==> config.mk <==
export PLATFORM = sky130hd
export DESIGN_NAME = sync_down_counter
export DESIGN_NICKNAME = d
export VERILOG_FILES = /design/src/rtl/sync_down_counter.sv
export SDC_FILE = /design/constraint.sdc
export NUM_CORES = 1
export LEC_CHECK = 0
export ABC_CLOCK_PERIOD_IN_PS = 1650
export CAP_MARGIN = 20
export CORE_MARGIN = 1
export CORE_UTILIZATION = 39
export DETAILED_ROUTE_END_ITERATION = 8
export PLACE_DENSITY = 0.78
export SYNTH_ARGS = -nofsm -noshare
export SYNTH_HDL_FRONTEND = slang
export SYNTH_SLANG_ARGS = --single-unit
==> constraint.sdc <==
create_clock -name clk -period 1.65 [get_ports clk]
set_clock_uncertainty 0.1 [all_clocks]
set_input_delay 0.2475 -clock clk [delete_from_list [all_inputs] [get_ports clk]]
set_output_delay 0.2475 -clock clk [all_outputs]
set_load 0.03 [all_outputs]
==> src/rtl/sync_down_counter.sv <==
// sync_down_counter: loadable modulo down counter with one-shot or auto-reload modes.
//
// Counts from a reload value (rld) down to 0. On the expiry edge (Q == 0 while
// enabled in RUN) it either wraps to rld (auto_reload=1) or stops in DONE
// (auto_reload=0). Each expiry raises tc for exactly one cycle.
//
// Ports:
//   clk         - clock, rising edge active
//   reset       - asynchronous active-low reset
//   load        - capture load_val into both rld and Q (highest priority)
//   load_val    - value captured on load
//   start       - begin counting from rld (honoured in IDLE/DONE only)
//   en          - count enable; while low in RUN everything holds
//   auto_reload - sampled on the expiry edge: 1 = wrap, 0 = stop in DONE
//   Q           - current count (registered)
//   tc          - terminal-count pulse (registered, one cycle per expiry)
//   busy        - high while in RUN
//   done        - high while in DONE
module sync_down_counter #(
  parameter int unsigned WIDTH = 3
) (
  input  logic             clk,
  input  logic             reset,
  input  logic             load,
  input  logic [WIDTH-1:0] load_val,
  input  logic             start,
  input  logic             en,
  input  logic             auto_reload,
  output logic [WIDTH-1:0] Q,
  output logic             tc,
  output logic             busy,
  output logic             done
);

  typedef enum logic [1:0] {
    StIdle,
    StRun,
    StDone
  } state_e;

  state_e           state_q, state_d;
  logic [WIDTH-1:0] cnt_q, cnt_d;
  logic [WIDTH-1:0] rld_q, rld_d;
  logic             tc_q, tc_d;

  always_ff @(posedge clk or negedge reset) begin
    if (!reset) begin
      state_q <= StIdle;
      cnt_q   <= '0;
      rld_q   <= '1;
      tc_q    <= 1'b0;
    end else begin
      state_q <= state_d;
      cnt_q   <= cnt_d;
      rld_q   <= rld_d;
      tc_q    <= tc_d;
    end
  end

  // Priority: load > start > count. tc defaults low so it can only ever be a
  // single-cycle pulse following an expiry edge.
  always_comb begin
    state_d = state_q;
    cnt_d   = cnt_q;
    rld_d   = rld_q;
    tc_d    = 1'b0;

    if (load) begin
      // Load restarts the count even in RUN at Q == 0, so no expiry is taken.
      rld_d = load_val;
      cnt_d = load_val;
      if (start && (state_q != StRun)) begin
        state_d = StRun;
      end
    end else begin
      unique case (state_q)
        StIdle, StDone: begin
          if (start) begin
            cnt_d   = rld_q;
            state_d = StRun;
          end
        end
        StRun: begin
          if (en) begin
            if (cnt_q != '0) begin
              cnt_d = cnt_q - WIDTH'(1);
            end else begin
              tc_d = 1'b1;
              if (auto_reload) begin
                cnt_d = rld_q;
              end else begin
                state_d = StDone;
              end
            end
          end
        end
        default: begin
          state_d = StIdle;
        end
      endcase
    end
  end

  assign Q    = cnt_q;
  assign tc   = tc_q;
  assign busy = (state_q == StRun);
  assign done = (state_q == StDone);

endmodule

==> results.json, run 1 <==
{
  "numPlacedInstances": 91,
  "syn-cell-area_um2": 508,
  "gp_congestion": 0.763,
  "wire_length_of_the_first_global_routing_pass_mm": 2.15,
  "layout_min_cycle_time_ns": 1.81,
  "die_width_um": 38.1,
  "worst_path_dominant_cell_family": "compound AO/OA/AOI/OAI gates",
  "avgViaCountPerCell": 5.19,
  "finalHoldWorstSlack_ns": 0.180,
  "die_y_um": 38.1,
  "tritoncts.num_buffers": 3,
  "dp_worst_setup_slack_ns": -0.235,
  "drive_above_1_share_pct": 32.5,
  "floorplan.io_pins": 15,
  "antenna_cells": 0,
  "fmax_mhz": 551,
  "layout.nets": 95,
  "post-route-worst-setup-slack_ns": -0.163,
  "finalPower_w": 0.000753,
  "dr_wl_cell_um": 13.6,
  "flow.area_growth_from_synthesis_pct": 52.2,
  "synth_top_area_share_pct": 29.6,
  "total_via_count_after_detailed_routing": 503,
  "synthMuxAreaShare_pct": 0,
  "synth_seq_cells": 9,
  "clk_root_buffer_cell": "clkbuf_4",
  "layout_commonest_cell": "buf_4",
  "area.sequential_um2": 231,
  "drtIter0Drc": 12,
  "grt_antenna_before_repair": 0,
  "cp_cell_sequence": "inv_2 -> ha_4 -> or3b_4 -> a32o_2 -> o311a_1 -> o31ai_2",
  "post_synth_main_area_contributors": "dfrtp_1 (30%), dfstp_2 (16%), inv_1 (6.7%), o21ai_0 (5.9%), ha_1 (4.9%)",
  "layout_common_cells": "buf_4 (11), clkdlybuf4s50_1 (9), inv_1 (7)",
  "synth-compound-area-share_pct": 25.1,
  "wl_mm": 1.32,
  "grt_start_max_net_pins": 10,
  "grt_setup_unrepaired": "true",
  "multiInputGateArea_um2": 253,
  "number_of_pins_with_negative_max_slew_slack_in_the_final_report": 0,
  "synth_top_area_cell": "dfrtp_1",
  "yosysSeqAreaShare_pct": 45.1,
  "worst-endpoint-arrival_ns": 1.88,
  "end_kind": "register",
  "worst-path-max-fanout": 6,
  "crit_path_top_delay_cell": "dfrtp_2",
  "final.fill_count": 104,
  "hold_path_class": "input pin to async pin",
  "worst-setup-path-type": "register to register",
  "synth_nets": 67,
  "peakVddDrop_mv": 0.511,
  "gr-usage-all-layers_pct": 22.3,
  "place_hpwl_um": 950,
  "failed_checks": "negative setup slack",
  "final_design_area_no_fill_um2": 773,
  "share_of_synthesized_cell_area_in_and_or_nand_and_nor_gates_pct": 16.7,
  "clock_tree_from_tritoncts": "done",
  "antenna_left": 0,
  "setup-violations-final": 3,
  "leakage_nw": 0.369,
  "tightest_slew_ns": 0.406,
  "worst_setup_hold_path_clk_slew_ns": 0.07,
  "initial_utilization_pct": 43.9,
  "max_slew_margin_pct": 72.9,
  "synth-adder-area-share_pct": 4.93,
  "critical_path.startpoint_type": "register",
  "first_global_vias": 495,
  "post_synth_num_cell_types": 23,
  "grt_overflow_total": 0,
  "worstSkewPairLatency_ns": 0.26,
  "hold_viol_final": 0,
  "power_density_over_the_cells_nw_per_um2": 974,
  "dpl_cell_area_um2": 734,
  "yosys_warnings": 0,
  "critical-path-max-stage-delay_ns": 0.41,
  "avgSynthCellArea_um2": 9.07,
  "remaining_drc_errors": 0,
  "critPathRequiredTime_ns": 1.72,
  "cts.htree.levels": 1,
  "crit_buf_inv": 1,
  "maxCapViolations": 0,
  "timing.final.crit_share_pct": 110,
  "port_buffers": 14,
  "outcome": "finished with violations",
  "largest_family_of_logic_cells_by_synthesized_area": "compound AO/OA/AOI/OAI gates",
  "postSynthCellCount": 56,
  "first_pass_iters": 4,
  "cts-root-to-sink-buffers": 2,
  "final-instance-count-excl-fill": 97,
  "std_cell_core_area_um2": 1160,
  "post_synth_xor_area_fraction_pct": 0,
  "cts_sink_count": 9,
  "floorplan.die_area_um2": 1450,
  "placementRows": 12
}
==> final timing paths <==
| check | start | to | slack (ns) | depth (start not counted) |
|---|---|---|---|---|
| max reg2reg | Q[1] | Q[1] | -0.16 | 6 |
| min | reset | tc | 0.18 | 1 |
| max in group asynchronous | reset | rld_q[1] | 0.95 | 1 |
| min in group clk | rld_q[1] | rld_q[1] | 0.38 | 2 |
| max | Q[1] | Q[1] | -0.16 | 6 |
| min reg2reg | rld_q[1] | rld_q[1] | 0.38 | 2 |
==> synthesized netlist by cell type (all sizes together) <==
master   instances
nor3b            1
nor2b            2
dfstp            3
o311a            2
or3b             1
nand2b           1
clkbuf           1
a32o             1
o31ai            3
o311ai           1
o2111ai          1
ha               2
o21ai            6
dfrtp            6
a21oi            2
a31oi            1
nor3             1
nand2            5
and2b            1
inv             10
nor2             5
==> area by class of cell <==
cell class                      instances  share of cell area, %
Clock buffer                            4                   3.40
Inverter                               10                   4.85
Sequential cell                         9                   29.9
Multi-Input combinational cell         36                   32.7
Timing Repair Buffer                   24                   26.9
Tap cell                               14                   2.27
==> metal layers <==
metal  track usage [%]  wire length [um]  vias up
met5                 0                 0        -
li1                  -                 -      246
met2              39.0               678       19
met4              8.93                14        0
met3              5.81                66        2
met1              25.5               562      236
==> per-stage QoR <==
stage	TNS, ns	util, %
finish	-0.454	66.9
global route	-0.620	66.9
CTS	-0.438	66.2
detailed placement	-0.655	63.5
global placement	-0.455	63.5
floorplan	-0.434	-
==> sequential cells by signal, indices dropped and copies added (netlist names) <==
register  flops
Q             3
rld_q         3
state_q       2
tc            1
==> cell families after synthesis <==
kind of cell             Yosys count
buffers and inverters             11
flip-flops                         9
AND/OR/NAND/NOR                   17
AO/OA/AOI/OAI                     17
adder cells (fa/ha/maj)            2
==> worst register-to-register path, stage by stage (launching register included) <==
cell	delay [ns]
dfrtp_2	0.41
inv_2	0.08
ha_4	0.13
or3b_4	0.37
a32o_2	0.30
o311a_1	0.15
o31ai_2	0.18
==> timing repair <==
action                                 4_1_cts  5_1_grt
hold buffers                                 0        0
gates resized for setup                      5        0
setup buffers                                1        1
setup endpoints to repair                    7        3
endpoints found under the hold margin        0        0
==> power by group <==
group	internal (W)	switching [W]
Sequential	0.000253	0.0000176
Combinational	0.000147	0.000160
Clock	0.0000933	0.0000828
Total	0.000493	0.000260
No activity file was read; power rests on OpenSTA's default activity.
==> inputs of run 2 (changes only) <==
- CAP_MARGIN: 20 -> 40
- GPL_ROUTABILITY_DRIVEN: not set -> 1
==> results of run 2 <==
The final DEF is identical to that of run 1; final timing and power are the same.
==> inputs of run 3 (changes only) <==
- ABC_AREA: not set -> 0
- CORE_AREA: not set -> 2 2 39 41
- CORE_MARGIN: 1 -> not set
- CORE_UTILIZATION: 39 -> not set
- CTS_BUF_LIST: not set -> sky130_fd_sc_hd__clkbuf_4
- DIE_AREA: not set -> 0 0 41 43
- PLACE_DENSITY: 0.78 -> 0.76
==> run 3 against run 2 <==
Effect of this change: the flow still finishes with violations (negative setup slack); clock-buffer cell count unchanged; routed wire length up 3.6%; maximum frequency down 1.0%; global-route usage down 3.0 points; worst hold slack better by 0.0029 ns; via count up 1.8%; sequential power about the same; total power up 0.36%; largest power group unchanged.
==> results.json, run 3 (same netlist as run 1, synthesis figures left out) <==
{
  "outcome": "finished with violations",
  "failed_checks": "negative setup slack",
  "critPathRequiredTime_ns": 1.71,
  "cts.htree.levels": 1,
  "grt_setup_unrepaired": "true",
  "std_cell_core_area_um2": 1380,
  "finalHoldWorstSlack_ns": 0.183,
  "initial_utilization_pct": 36.7,
  "maxCapViolations": 0,
  "antenna_cells": 0,
  "leakage_nw": 0.381,
  "final.fill_count": 130,
  "worst-setup-path-type": "register to register",
  "rr_worst_depth": 6,
  "tritoncts.num_buffers": 3,
  "gp_congestion": 0.761,
  "tightest_slew_ns": 0.409,
  "hold_path_class": "input pin to async pin",
  "die_width_um": 41,
  "r2r_setup_slack_ns": -0.18,
  "cts-root-to-sink-buffers": 2,
  "numPlacedInstances": 92,
  "clk_root_buffer_cell": "clkbuf_4",
  "wire_length_of_the_first_global_routing_pass_mm": 2.19,
  "max_slew_margin_pct": 72.6,
  "avgViaCountPerCell": 5.28,
  "port_buffers": 14,
  "grt_start_max_net_pins": 10,
  "fmax_mhz": 546,
  "final-instance-count-excl-fill": 97,
  "grt_overflow_total": 0,
  "cts_sink_count": 9,
  "wl_mm": 1.37,
  "drive_above_1_share_pct": 32.1,
  "peakVddDrop_mv": 0.591,
  "setup-violations-final": 3,
  "area.sequential_um2": 231,
  "dr_wl_cell_um": 14.1,
  "die_y_um": 43,
  "layout.nets": 93,
  "critical_path.reg2reg.startpoint": "Q[1]",
  "total_via_count_after_detailed_routing": 512,
  "layout_commonest_cell": "buf_4",
  "gr-usage-all-layers_pct": 19.3,
  "timing.final.crit_share_pct": 111,
  "number_of_pins_with_negative_max_slew_slack_in_the_final_report": 0,
  "first_pass_iters": 6,
  "post-route-worst-setup-slack_ns": -0.182,
  "grt_antenna_before_repair": 0,
  "clock_tree_from_tritoncts": "done",
  "layout_common_cells": "buf_4 (9), clkdlybuf4s50_1 (8), inv_1 (7)",
  "floorplan.io_pins": 15,
  "antenna_left": 0,
  "dp_worst_setup_slack_ns": -0.235,
  "end_kind": "register",
  "layout_min_cycle_time_ns": 1.83,
  "worst-path-max-fanout": 6,
  "floorplan.die_area_um2": 1760,
  "remaining_drc_errors": 0,
  "power_density_over_the_cells_nw_per_um2": 985,
  "hold_viol_final": 0,
  "multiInputGateArea_um2": 253,
  "worst_setup_hold_path_clk_slew_ns": 0.06,
  "worstReg2RegEnd": "Q[1]",
  "worstSkewPairLatency_ns": 0.26,
  "drtIter0Drc": 38,
  "critical_path.startpoint_type": "register",
  "first_global_vias": 558,
  "placementRows": 14,
  "worst-endpoint-arrival_ns": 1.89,
  "flow.area_growth_from_synthesis_pct": 51.0,
  "place_hpwl_mm": 1.08
}
==> run 3: cell types whose count changed in the layout (fill, tap and decap cells not counted), sizes merged <==
cell / delta
buf: -2
clkdlybuf4s50: -1
dlymetal6s2s: +1
==> run 3: layout make-up <==
type / instances / share of cell area, %
Multi-Input combinational cell: 36 / 33.0
Clock buffer: 4 / 3.92
Tap cell: 16 / 2.61
Inverter: 10 / 4.89
Sequential cell: 9 / 30.2
Timing Repair Buffer: 22 / 25.4
==> run 3: per-layer routing <==
| metal | up-vias | global-route usage [%] | routed length (um) |
|---|---|---|---|
| li1 | 244 | - | - |
| met1 | 242 | 18.4 | 486 |
| met2 | 20 | 31.6 | 788 |
| met3 | 6 | 6.28 | 64 |
| met4 | 0 | 14.7 | 29 |
| met5 | - | 0 | 0 |
==> run 3: through the flow <==
step	util [%]	area, um^2	total power [W]	setup TNS, ns
6_report	55.4	767	0.000756	-0.482
5_1_grt	55.4	767	0.000810	-0.704
4_1_cts	55.2	764	0.000765	-0.493
3_5_place_dp	52.7	729	0.000575	-0.662
3_3_place_gp	52.7	729	0.000562	-0.464
2_1_floorplan	-	523	0.000439	-0.434
==> run 3: worst max path at each step <==
stage	end	start	cells past startpoint
final	Q[1]	Q[1]	6
after global routing	Q[1]	Q[1]	6
after CTS	Q[1]	Q[1]	6
after detailed placement	Q[1]	auto_reload	5
after global placement	Q[0]	auto_reload	5
after floorplan	Q[0]	Q[1]	6
==> run 3: what timing repair did <==
| item | 4_1_cts | 5_1_grt |
|---|---|---|
| hold buffers | 0 | 0 |
| setup endpoints to repair | 7 | 4 |
| gates resized for setup | 5 | 1 |
| buffers inserted | 1 | 0 |
==> run 3: worst max-delay path, cell delays in order, from the launching register on <==
cell and delay (ns):
dfrtp_2 0.41, inv_2 0.08, ha_4 0.14, or3b_4 0.38, a32o_2 0.29, o311a_1 0.14, o31ai_2 0.19
==> run 3: where the power goes <==
group	switching, W	internal (W)	leakage [nW]
Clock	0.0000748	0.000109	0.0184
Sequential	0.0000196	0.000253	0.102
Combinational	0.000159	0.000140	0.261
Total	0.000253	0.000503	0.381
